File: src/rtl/autocorr_pkg.sv
// autocorr_pkg
//   Shared types and helpers for the lag-autocorrelation accumulator.
//   - WORD_W_DEF : default word width (matches the upstream serial-to-parallel packer)
//   - AGR_MAX_W  : widest word the agreement() helper accepts
//   - state_t    : output-stream FSM states
//   - acc_width(): accumulator width able to hold WINDOW*WORD_W
//   - agreement(): number of bit positions in which two words agree
package autocorr_pkg;

  localparam int WORD_W_DEF = 3;
  localparam int AGR_MAX_W  = 16;

  typedef enum logic {
    IDLE   = 1'b0,
    STREAM = 1'b1
  } state_t;

  // Smallest width that can represent every value 0..window*word_w.
  function automatic int acc_width(input int window, input int word_w);
    return $clog2(window * word_w + 1);
  endfunction

  // Callers zero-extend both words to AGR_MAX_W; the padding XORs to zero,
  // so only the low w bits affect the popcount.
  function automatic logic [7:0] agreement(input logic [AGR_MAX_W-1:0] a,
                                           input logic [AGR_MAX_W-1:0] b,
                                           input int                   w);
    logic [AGR_MAX_W-1:0] x;
    int                   pc;
    x  = a ^ b;
    pc = 0;
    for (int i = 0; i < AGR_MAX_W; i++) begin
      pc += int'(x[i]);
    end
    return 8'(w - pc);
  endfunction

endpackage

File: src/rtl/autocorr_lag_cell.sv
// autocorr_lag_cell
//   One lag of the autocorrelation: gates the contribution on history being
//   available, computes the bit agreement between the current word and the
//   lagged word, and accumulates it over the window.
// Ports
//   clk, rst   : clock, synchronous active-high reset
//   in_valid   : strobe, cur_word/hist_word are meaningful this cycle
//   terminal   : this strobe is the last of the window; accumulator clears
//   cur_word   : word arriving now
//   hist_word  : word received LAG strobes earlier (cur_word for lag 0)
//   hist_ok    : enough words have been seen since reset for this lag
//   sum        : accumulator plus this cycle's contribution (window result
//                when terminal is high)
module autocorr_lag_cell
  import autocorr_pkg::*;
#(
  parameter int WORD_W = WORD_W_DEF,
  parameter int ACC_W  = 5
) (
  input  logic              clk,
  input  logic              rst,
  input  logic              in_valid,
  input  logic              terminal,
  input  logic [WORD_W-1:0] cur_word,
  input  logic [WORD_W-1:0] hist_word,
  input  logic              hist_ok,
  output logic [ACC_W-1:0]  sum
);

  logic [ACC_W-1:0] acc;
  logic [ACC_W-1:0] contrib;

  always_comb begin
    contrib = '0;
    if (in_valid && hist_ok) begin
      contrib = ACC_W'(agreement(AGR_MAX_W'(cur_word), AGR_MAX_W'(hist_word), WORD_W));
    end
  end

  assign sum = acc + contrib;

  always_ff @(posedge clk) begin
    if (rst) begin
      acc <= '0;
    end else if (in_valid) begin
      // The terminal word is already folded into sum, which the top latches.
      if (terminal) acc <= '0;
      else          acc <= sum;
    end
  end

endmodule

File: src/rtl/autocorr_lag_accumulator.sv
// autocorr_lag_accumulator
//   Accumulates bit-agreement counts between each incoming word and the words
//   0..NUM_LAGS-1 strobes earlier, over windows of WINDOW words. At the end of
//   a window the per-lag totals are latched and streamed out, lag 0 first.
// Ports
//   clk, rst   : clock, synchronous active-high reset
//   in_word    : packed word from upstream
//   in_valid   : one-cycle strobe for in_word (never back-pressured)
//   res_data   : agreement count for lag res_lag
//   res_lag    : lag index of the current beat
//   res_valid  : beat valid
//   res_last   : beat carries lag NUM_LAGS-1
//   res_ready  : downstream accepts the beat
//   overrun    : one-cycle pulse, a window's results were dropped
//   dbg_state  : output FSM state
// Handshake: a beat transfers on a rising clk edge where res_valid and
//   res_ready are both high. While res_valid is high and res_ready low,
//   res_data/res_lag/res_last hold. res_valid never drops without a transfer.
module autocorr_lag_accumulator
  import autocorr_pkg::*;
#(
  parameter  int WORD_W   = WORD_W_DEF,
  parameter  int NUM_LAGS = 4,
  parameter  int WINDOW   = 64,
  localparam int ACC_W    = acc_width(WINDOW, WORD_W),
  localparam int LAG_W    = $clog2(NUM_LAGS)
) (
  input  logic              clk,
  input  logic              rst,
  input  logic [WORD_W-1:0] in_word,
  input  logic              in_valid,
  output logic [ACC_W-1:0]  res_data,
  output logic [LAG_W-1:0]  res_lag,
  output logic              res_valid,
  output logic              res_last,
  input  logic              res_ready,
  output logic              overrun,
  output state_t            dbg_state
);

  localparam int               CNT_W    = $clog2(WINDOW);
  localparam logic [LAG_W-1:0] LAST_LAG = LAG_W'(NUM_LAGS - 1);

  // hist[k] is the word received k strobes ago.
  logic [WORD_W-1:0] hist     [1:NUM_LAGS-1];
  logic [LAG_W-1:0]  prior_cnt;   // words seen since reset, saturating
  logic [CNT_W-1:0]  win_cnt;
  logic              terminal;

  logic [WORD_W-1:0] lag_word [NUM_LAGS];
  logic              lag_ok   [NUM_LAGS];
  logic [ACC_W-1:0]  lag_sum  [NUM_LAGS];
  logic [ACC_W-1:0]  res_buf  [NUM_LAGS];

  state_t            state;
  logic              fire;
  logic [LAG_W-1:0]  next_lag;

  assign terminal  = in_valid && (win_cnt == CNT_W'(WINDOW - 1));
  assign fire      = res_valid && res_ready;
  assign next_lag  = res_lag + 1'b1;
  assign dbg_state = state;

  always_comb begin
    lag_word[0] = in_word;
    lag_ok[0]   = 1'b1;
    for (int k = 1; k < NUM_LAGS; k++) begin
      lag_word[k] = hist[k];
      lag_ok[k]   = (prior_cnt >= LAG_W'(k));
    end
  end

  for (genvar g = 0; g < NUM_LAGS; g++) begin : g_lag
    autocorr_lag_cell #(
      .WORD_W (WORD_W),
      .ACC_W  (ACC_W)
    ) u_cell (
      .clk       (clk),
      .rst       (rst),
      .in_valid  (in_valid),
      .terminal  (terminal),
      .cur_word  (in_word),
      .hist_word (lag_word[g]),
      .hist_ok   (lag_ok[g]),
      .sum       (lag_sum[g])
    );
  end

  // History and window counting run regardless of the output side.
  always_ff @(posedge clk) begin
    if (rst) begin
      for (int k = 1; k < NUM_LAGS; k++) hist[k] <= '0;
      prior_cnt <= '0;
      win_cnt   <= '0;
    end else if (in_valid) begin
      hist[1] <= in_word;
      for (int k = 2; k < NUM_LAGS; k++) hist[k] <= hist[k-1];
      if (prior_cnt != LAST_LAG) prior_cnt <= prior_cnt + 1'b1;
      if (terminal) win_cnt <= '0;
      else          win_cnt <= win_cnt + 1'b1;
    end
  end

  // Output FSM. A terminal strobe wins over the end-of-stream transition so a
  // window ending on the last-beat handshake reloads without a gap.
  always_ff @(posedge clk) begin
    if (rst) begin
      state     <= IDLE;
      res_valid <= 1'b0;
      res_last  <= 1'b0;
      res_lag   <= '0;
      res_data  <= '0;
      overrun   <= 1'b0;
      for (int k = 0; k < NUM_LAGS; k++) res_buf[k] <= '0;
    end else begin
      overrun <= 1'b0;

      if (fire) begin
        if (res_last) begin
          state     <= IDLE;
          res_valid <= 1'b0;
          res_last  <= 1'b0;
          res_lag   <= '0;
          res_data  <= '0;
        end else begin
          res_lag  <= next_lag;
          res_data <= res_buf[next_lag];
          res_last <= (next_lag == LAST_LAG);
        end
      end

      if (terminal) begin
        if (state == IDLE || (fire && res_last)) begin
          for (int k = 0; k < NUM_LAGS; k++) res_buf[k] <= lag_sum[k];
          state     <= STREAM;
          res_valid <= 1'b1;
          res_last  <= 1'b0;
          res_lag   <= '0;
          res_data  <= lag_sum[0];
        end else begin
          overrun <= 1'b1;
        end
      end
    end
  end

endmodule
File: config.mk
export PLATFORM = sky130hd
export DESIGN_NAME = autocorr_lag_accumulator
export DESIGN_NICKNAME = d
export VERILOG_FILES = /design/src/rtl/autocorr_pkg.sv /design/src/rtl/autocorr_lag_cell.sv /design/src/rtl/autocorr_lag_accumulator.sv
export SDC_FILE = /design/constraint.sdc
export NUM_CORES = 1
export LEC_CHECK = 0
export CAP_MARGIN = 5
export CORE_UTILIZATION = 55
export DETAILED_ROUTE_END_ITERATION = 10
export GPL_TIMING_DRIVEN = 0
export PLACE_DENSITY = 0.75
export SYNTH_ARGS = -nofsm -noshare
export SYNTH_HDL_FRONTEND = slang
export SYNTH_SLANG_ARGS = --single-unit
File: constraint.sdc
create_clock -name clk -period 3.9 [get_ports clk]
set_input_delay 1.17 -clock clk [delete_from_list [all_inputs] [get_ports clk]]
set_output_delay 1.17 -clock clk [all_outputs]
set_load 0.02 [all_outputs]
==> flow_summary.ini, run 1 <==
[clocking]
cts_buffer_depth = 2
clkSinkCount = 95
clock-root-buffer = clkbuf_8
post-cts-setup-buffer-count = 0
cts_buffers = 9
path_clk_slew_ps = 90
clk_latency_ps = 370
tritoncts = built
cts_max_level = 3
ctsHoldBuffers = 0

[worst_setup_path]
r2r_cells = 11
path_cells = clkbuf_2 > xor2_2 > ha_1 > ha_1 > ha_1 > and3_1 > ha_1 > a21oi_2 > a31oi_1 > or4_1 > a21oi_1 > nor3b_1
cp.depth = 12
reg2reg_slack_ps = 680
max_stage_delay_ps = 480
critPathMaxFanout = 4
worst_setup_path_end_kind = flip-flop
path_buf_inv = 1
crit_top_cell = ha_1
critPathRequiredTime_ps = 4020
worstPathArrival_ps = 3860
critPathLaunchType = primary input
cp_top_family = adder cells
crit_slowest_cell = or4_1
critPathKind = in -> reg

[timing]
hold_viol = 0
worst_slack_ps = 162
setup_tns_ps = 0
max_freq_mhz = 267
grt_setup_unrepaired = no
fin_skew_ps = 13.6
fin_crit_sh = 0.959
relSlewSlack = 0.419
finalSetupViolCount = 0
fin_crit_ps = 3740
worst_pin_slew_ps = 866
slew_viol_final = 0

[global_route]
grt_usage = 0.234
grt_pass1_wl_mm = 17.3
grt_max_degree = 41
grt_overflow = 0
grt_pass1_vias = 3546
antenna_found_initial = 0

[yosys]
ys_ff_latch = 95
synth_area_per_cell_um2 = 10.5
yosys_warnings = 0
synth_fp_nets = 516
yosysTopAreaCell = edfxtp_1
syn_area_um2 = 4930
syn_inst = 471
async_reset_ff_frac = 0
synth.area.top_cells = edfxtp_1, dfxtp_1, ha_1, nor2_1, xnor2_1
ys_seq_area_frac = 0.469
synth_edf_count = 41
ys.flop_type = dfxtp_1
synth.top_cell.area_share = 0.250
synth.distinct_cells = 52

[route]
drt-total-wl_mm = 10.4
dr_total_vias = 3572
drc = 0
ant_nets = 0
wl_per_cell_um = 16.9
firstDrtPassIters = 4
vias_per_cell = 5.82
drtIter0Drc = 130

[final_layout]
final_design_area_no_fill_um2 = 5530
syn_to_final_growth_pct = 12.3
antennaDiodeCount = 0
stdcell_count = 614
drive_above_1_share = 0.0968
nets = 546

[placement]
place.gp.congestion = 0.797
hpwl_mm = 7.46
pre_cts_ws_ps = -765
io_buffers = 20
place_area_um2 = 5260
placed_cells = 599

[floorplanning]
chipHeight_um = 96.7
die-area_um2 = 9340
coreArea_um2 = 8680
die_w_um = 96.7
pin_count = 21
placementRows = 34
floorplan.initialDensity = 0.568

[run_status]
run_status = completed

[run]
cap_violations = 0

[power]
ir_drop_uv = 238
p_leak_nw = 2.09
powerDensity_nw_per_um2 = 351
p_total_w = 0.00194

[hold_path]
min_path_type = reg -> reg
min_path_cells = 2
-- layout make-up --
type / instances / area [um2]
Clock inverter: 7 / 81.3
Sequential cell: 95 / 2310
Buffer: 19 / 93.8
Fill cell: 714 / 3150
Inverter: 14 / 52.6
Timing Repair Buffer: 20 / 195
Tap cell: 108 / 135
Multi-Input combinational cell: 342 / 2540
Clock buffer: 9 / 124
-- placed cells by master, fill, tap and decap left out, types with 3 or more instances in the layout --
master and instances:
fa_1 6, nand2b_1 3, nand3_1 7, xnor2_1 21, o31ai_1 3, a21oi_1 17
nand2_1 34, xor2_1 12, a221oi_1 3, clkbuf_2 3, a22o_1 10, mux2i_1 3
nor3_1 8, a21o_1 6, mux4_2 8, clkdlybuf4s50_1 16, o21ai_0 27, a31oi_1 7
a22oi_1 5, ha_1 31, clkbuf_8 9, o21bai_1 3, clkbuf_1 12, o22ai_1 6
inv_1 14, xor2_2 6, and2_1 18, dfxtp_1 54, nor2_1 54, or3_1 5
a211oi_1 5, edfxtp_1 41, clkinv_4 3
-- flip-flops by register name, summed over array words and instances (netlist names) --
signal and flops:
dbg_state 1, g_lag.u_cell.acc 32, hist 9, overrun 1
prior_cnt 2, res_buf 32, res_data 8, res_lag 2
res_last 1, res_valid 1, win_cnt 6
-- per-layer routing --
layer | routed length [um] | vias up | GRT usage
met2 | 5100 | 75 | 0.387
met1 | 4630 | 1732 | 0.309
met4 | 227 | 0 | 0.0907
met3 | 427 | 23 | 0.0376
met5 | 0 | - | 0
li1 | - | 1742 | -
-- worst paths after layout --
kind                        end       start
hold / removal       win_cnt[5]  win_cnt[5]
setup / recovery  res_buf[3][7]  in_word[0]
setup reg to reg  res_buf[3][7]  hist[0][9]
hold reg to reg      win_cnt[5]  win_cnt[5]
-- metrics by stage --
stage	utilization	hold WS, ps
floorplan	-	429
global placement	0.607	441
detailed placement	0.607	460
CTS	0.636	482
global route	0.638	497
finish	0.638	476
-- repair_timing --
action / in CTS / in global routing
pin swaps: 1 / 3
endpoints found under the setup margin: 23 / 15
resized for setup: 13 / 9
hold endpoints to repair: 0 / 0
-- worst register-to-register path: cells and delay by family, from the launching register on --
kind / cells / cell delay (ps)
xor+xnor: 1 / 270
simple gates: 3 / 720
flops: 1 / 440
fa+ha+maj: 4 / 980
compound gates: 3 / 570
-- power by group --
group          internal, W  switching, W  leakage (nW)
registers          0.00107     0.0000233         0.839
clock network     0.000306      0.000374         0.106
logic            0.0000667      0.000102          1.14
total              0.00144      0.000499          2.09
-- kinds of logic (layout without fill, tap and decap cells) --
group,after synthesis,count (layout),share of synthesized area
buffers and inverters,34,69,0.0302
AND/OR/NAND/NOR,149,149,0.144
multiplexers,12,12,0.0449
XOR/XNOR,39,39,0.0693
AO/OA/AOI/OAI,104,104,0.135
adder cells (fa/ha/maj),38,38,0.107
flip-flops,95,95,0.469
-- cell usage after synthesis (all sizes together) (2+ instances only) --
cell    number
nor2        54
or3          5
nand2b       3
a221oi       3
nand2       34
o21bai       3
dfxtp       54
o31ai        4
mux4         8
clkbuf      14
nand3        8
o22ai        6
inv         14
and2        18
and3         3
fa           7
ha          31
a211oi       6
xnor2       21
a31oi        7
a21oi       19
nor2b        2
nor3b        2
nand3b       2
buf          6
nor3         8
o211ai       2
mux2i        3
a21o         6
or2          3
o21ai       28
edfxtp      41
nand4        3
a22oi        5
xor2        18
a22o        10
(Power assumes the default switching activity.)
==> run 2, diff against run 1 <==
- SYNTH_HIERARCHICAL: not set -> 1
==> flow_summary.ini, run 2 <==
[final_layout]
final_cell_mix = dfxtp_1, edfxtp_1, inv_1
nets = 566
syn_to_final_growth_pct = 11.5
drive_above_1_share = 0.133
antennaDiodeCount = 0
final_common_cell = dfxtp_1
biggestRegsByFlops = g_lag.u_cell/acc x32, res_buf x32, hist x9

[timing]
finalSetupViolCount = 0
worst_pin_slew_ps = 852
fin_crit_sh = 0.976
grt_setup_unrepaired = no
max_freq_mhz = 263
hold_slack_ps = 484
fin_crit_ps = 3810
slew_viol_final = 0
fin_skew_ps = 10.5
hold_viol = 0
relSlewSlack = 0.432

[placement]
hpwl_mm = 8.02
io_buffers = 20
place.gp.congestion = 0.858

[yosys]
synth.top_cell.area_share = 0.232
synth.distinct_cells = 58
synth.area.top_cells = edfxtp_1, dfxtp_1, xnor2_1, and2_1, mux4_2
yosys_warnings = 6
synth_commonest_cells = dfxtp_1, edfxtp_1, inv_1
synth_edf_count = 41
ys_seq_area_frac = 0.435
yosysTopAreaCell = edfxtp_1
syn_area_um2 = 5310
yosysMostFrequentCell = dfxtp_1
ys_ff_latch = 95
async_reset_ff_frac = 0
ys.flop_type = dfxtp_1
synth_area_per_cell_um2 = 10.5
syn_inst = 506

[route]
wl_per_cell_um = 16.6
drc = 0
dr_total_vias = 3877
drt-total-wl_mm = 11.2
drtIter0Drc = 145
ant_nets = 0
firstDrtPassIters = 4
vias_per_cell = 5.77

[clocking]
tritoncts = built
clk_latency_ps = 350
post-cts-setup-buffer-count = 0
cts_max_level = 3
ctsHoldBuffers = 0
clock-root-buffer = clkbuf_8
cts_buffer_depth = 2
clkSinkCount = 95
cts_buffers = 9
path_clk_slew_ps = 90

[global_route]
grt_usage = 0.234
antenna_found_initial = 0
grt_pass1_vias = 3730
grt_overflow = 0
grt_pass1_wl_mm = 18.4
grt_max_degree = 33

[power]
power.internal_w = 0.00155
sequentialPowerShare = 0.537
pwr-share-clk = 0.389
p_leak_nw = 2.19
powerDensity_nw_per_um2 = 341
sw_frac_of_total = 0.230
p_comb_frac = 0.074
p_total_w = 0.00202
power_switching_w = 0.000464
ir_drop_uv = 154

[floorplanning]
die_w_um = 100
coreArea_um2 = 9280
chipHeight_um = 100
floorplan.initialDensity = 0.572
placementRows = 35
die-area_um2 = 10100
pin_count = 21

[worst_setup_path]
crit_slowest_cell = dlygate4sd2_1
reg2reg_slack_ps = 1010
critPathKind = in -> reg
max_stage_delay_ps = 750
critPathRequiredTime_ps = 4140
critPathMaxFanout = 21
critPathLaunchType = primary input
crit_top_cell = buf_2
path_cells = dlygate4sd2_1 > buf_2 > nand3_2 > nor2_2 > buf_2 > nand2b_1 > nor3_1 > a311o_1
worst_setup_path_end_kind = flip-flop
worstPathArrival_ps = 4050

[run_status]
run_status = completed

[hold_path]
min_path_type = reg -> reg

[run]
cap_violations = 0
-- run 2: changes by cell type after synthesis, moves of 9 or more --
cell | previous run | this run
xnor2_1 | 21 | 30
inv_1 | 14 | 36
nor2_1 | 54 | 25
a22o_1 | 10 | 0
buf_2 | 2 | 11
and2_1 | 18 | 33
ha_1 | 31 | 13
o21ai_0 | 27 | 10
-- run 2: cells by family after synthesis --
| kind of cell | after synthesis | synth area share |
|---|---|---|
| buf+inv | 64 | 0.0605 |
| simple gates | 182 | 0.207 |
| flops | 95 | 0.435 |
| fa+ha+maj | 21 | 0.0608 |
| other cells | 1 | 0.000706 |
| xor+xnor | 40 | 0.0659 |
| mux | 12 | 0.0415 |
| compound gates | 91 | 0.129 |
-- run 2: path summary, 6_finish.rpt --
check,from,end,cells after the start
max reg2reg,hist[0][6],g_lag[3].u_cell/acc[6],9
min reg2reg,g_lag[1].u_cell/acc[0],g_lag[1].u_cell/acc[0],2
max,in_valid,g_lag[2].u_cell/acc[5],8
min,g_lag[1].u_cell/acc[0],g_lag[1].u_cell/acc[0],2
-- run 2: stage by stage --
stage / util / cells / cell area (um2) / setup slack, ps / TNS (ps)
6_report: 0.638 / 672 / 5920 / 92.9 / 0
5_1_grt: 0.638 / 672 / 5920 / 3.34 / 0
4_1_cts: 0.638 / 672 / 5920 / 85.1 / 0
3_5_place_dp: 0.612 / 656 / 5680 / -759 / -36830
3_3_place_gp: 0.612 / 656 / 5680 / -706 / -33700
2_1_floorplan: - / 507 / 5320 / 408 / 0
-- run 2: cell type report --
cell class	count	area, um2
clock inverter	7	120
fill	751	3360
sequential	95	2310
timing repair buffer	20	195
tap	129	161
buffer	28	186
clock buffer	9	124
inverter	36	135
multi-input combinational	348	2690
-- run 2: per-layer routing --
| metal | GRT usage | vias to the layer above | wire (um) |
|---|---|---|---|
| met5 | 0 | - | 0 |
| met4 | 0.0836 | 0 | 128 |
| met3 | 0.0265 | 6 | 460 |
| met2 | 0.386 | 88 | 5430 |
| met1 | 0.321 | 1886 | 5160 |
| li1 | - | 1897 | - |
-- run 2: worst max-delay path: cells and delay by family --
family | cells | cell delay [ps]
buffers and inverters | 3 | 1450
AND/OR/NAND/NOR | 4 | 1030
AO/OA/AOI/OAI | 1 | 370
-- run 2: timing repair --
action | 4_1_cts | 5_1_grt
resized for setup | 5 | 1
hold endpoints to repair | 0 | 0
setup endpoints to repair | 59 | 32
pin swaps | 0 | 0
-- run 2: power by group through the flow --
stage / logic, W / registers (W) / clock network (W)
2_1_floorplan: 0.0000984 / 0.00110 / 0
3_3_place_gp: 0.000146 / 0.00110 / 0
3_5_place_dp: 0.000152 / 0.00111 / 0
4_1_cts: 0.000151 / 0.00108 / 0.000797
5_1_grt: 0.000168 / 0.00109 / 0.000836
6_report: 0.000150 / 0.00108 / 0.000785
==> run 3, diff against run 2 <==
- clock period: 3.9 -> 3.1 ns (I/O delays scaled with it)
==> flow_summary.ini, run 3 (synthesis gave the netlist of run 2 again) <==
[floorplanning]
placementRows = 35
floorplan.initialDensity = 0.572
die_w_um = 100
chipHeight_um = 100
coreArea_um2 = 9280
die-area_um2 = 10100
pin_count = 21

[route]
vias_per_cell = 5.85
wl_per_cell_um = 16.9
ant_nets = 0
dr_total_vias = 3963
drc = 0
drtIter0Drc = 186
drt-total-wl_mm = 11.5
firstDrtPassIters = 5

[worst_setup_path]
critPathRequiredTime_ps = 3400
critPathLaunchType = primary input
worstPathArrival_ps = 3380
crit_slowest_cell = fa_1
worstReg2RegEnd = g_lag[3].u_cell/acc[6]
max_stage_delay_ps = 530
critPathMaxFanout = 6
path_cells = buf_6 > xnor2_4 > fa_1 > and3_1 > ha_2 > inv_2 > fa_2 > nand3b_4 > or4_4 > a21oi_2
r2r_start = hist[0][7]
critPathKind = in -> reg
r2r_cells = 9
worst_setup_path_end_kind = flip-flop
path_buf_inv = 2
cp_top_family = adder cells
reg2reg_slack_ps = 190

[timing]
finalSetupViolCount = 0
fin_crit_sh = 0.993
fin_crit_ps = 3080
hold_viol = 0
max_freq_mhz = 325
slew_viol_final = 0
relSlewSlack = 0.465
fin_skew_ps = 16.6
worst_pin_slew_ps = 800
grt_setup_unrepaired = yes

[placement]
hpwl_mm = 8.13
io_buffers = 20
place_area_um2 = 5710
place.gp.congestion = 0.817

[hold_path]
hold_path_end = g_lag[0].u_cell/acc[0]
min_path_cells = 2
hp-start = g_lag[0].u_cell/acc[0]
min_path_type = reg -> reg

[final_layout]
final_design_area_no_fill_um2 = 6020
nets = 572
drive_above_1_share = 0.169
final_cell_mix = dfxtp_1, edfxtp_1, inv_1
fillers = 770
final_common_cell = dfxtp_1
syn_to_final_growth_pct = 13.3
biggestRegsByFlops = g_lag.u_cell/acc x32, res_buf x32, hist x9
antennaDiodeCount = 0

[global_route]
grt_pass1_wl_mm = 19.0
grt_max_degree = 22
grt_pass1_vias = 3913
grt_usage = 0.246
antenna_found_initial = 0
grt_overflow = 0

[clocking]
path_clk_slew_ps = 90
cts_buffers = 9
clkSinkCount = 95
clock-root-buffer = clkbuf_8
clk_latency_ps = 370
cts_buffer_depth = 2
cts_max_level = 3
tritoncts = built
ctsHoldBuffers = 0

[run_status]
run_status = completed

[power]
p_leak_nw = 2.23
p_total_w = 0.00247
powerDensity_nw_per_um2 = 410
ir_drop_uv = 221

[run]
cap_violations = 0
[run 3: cell count changes in the layout (fill, tap and decap cells not counted), moves of 3 or more]
cell,before,now
bufinv_16,3,0
fa_1,8,5
clkbuf_16,0,3
dlygate4sd2_1,4,0
xnor2_1,30,25
fa_2,0,3
buf_4,0,7
xnor2_2,0,4
[run 3: how the worst max path moves through the flow]
stage / startpoint / endpoint / slack (ps) / cells after the start
after floorplan: in_word[1] / g_lag[3].u_cell/acc[6] / -80 / 9
after global placement: in_valid / g_lag[2].u_cell/acc[5] / -1320 / 8
after detailed placement: in_valid / g_lag[0].u_cell/acc[5] / -1380 / 8
after CTS: in_word[1] / g_lag[3].u_cell/acc[6] / 10 / 10
after global routing: in_word[1] / g_lag[3].u_cell/acc[6] / -30 / 10
final: in_word[1] / g_lag[3].u_cell/acc[6] / 20 / 10
[run 3: area by class of cell]
class	instances	area [um2]	share of cell area
buffer	28	186	0.0310
inverter	36	135	0.0225
multi-input combinational	349	2770	0.460
clock inverter	3	23.8	0.00395
timing repair buffer	25	229	0.0380
sequential	95	2310	0.384
clock buffer	13	203	0.0337
tap	129	161	0.0268
[run 3: repair_timing]
action	4_1_cts	5_1_grt
pin swaps	1	3
endpoints found under the setup margin	109	37
setup buffers	3	2
gates cloned	1	0
resized for setup	26	11
[run 3: per-layer routing]
metal	track usage	wire length, um	up-vias
met5	0	0	-
met4	0.0803	190	0
met3	0.0508	543	13
met2	0.418	5710	123
met1	0.313	5030	1919
li1	-	-	1908
[run 3: stage by stage]
step | cells | setup TNS, ps | worst slack [ps] | utilization | hold slack, ps
after floorplan | 507 | -81.6 | -81.6 | - | 444
after global placement | 656 | -97260 | -1320 | 0.615 | 457
after detailed placement | 656 | -103940 | -1380 | 0.615 | 468
after CTS | 676 | 0 | 13.6 | 0.644 | 481
after global routing | 678 | -38.7 | -33.3 | 0.648 | 493
final | 678 | 0 | 22.6 | 0.648 | 479
[run 3: power breakdown]
group          internal [W]  leakage, nW  switching [W]  total [W]
Combinational     0.0000838         1.28       0.000121   0.000205
Sequential          0.00134        0.838      0.0000231    0.00136
Clock              0.000446        0.116       0.000453   0.000899
[run 3: worst reg2reg max path, delay by kind of cell, from the launching register on]
family          cells  cell delay (ps)
buf+inv             1               50
fa+ha+maj           3             1140
xor+xnor            1              180
compound gates      1              150
flops               1              470
simple gates        3              860
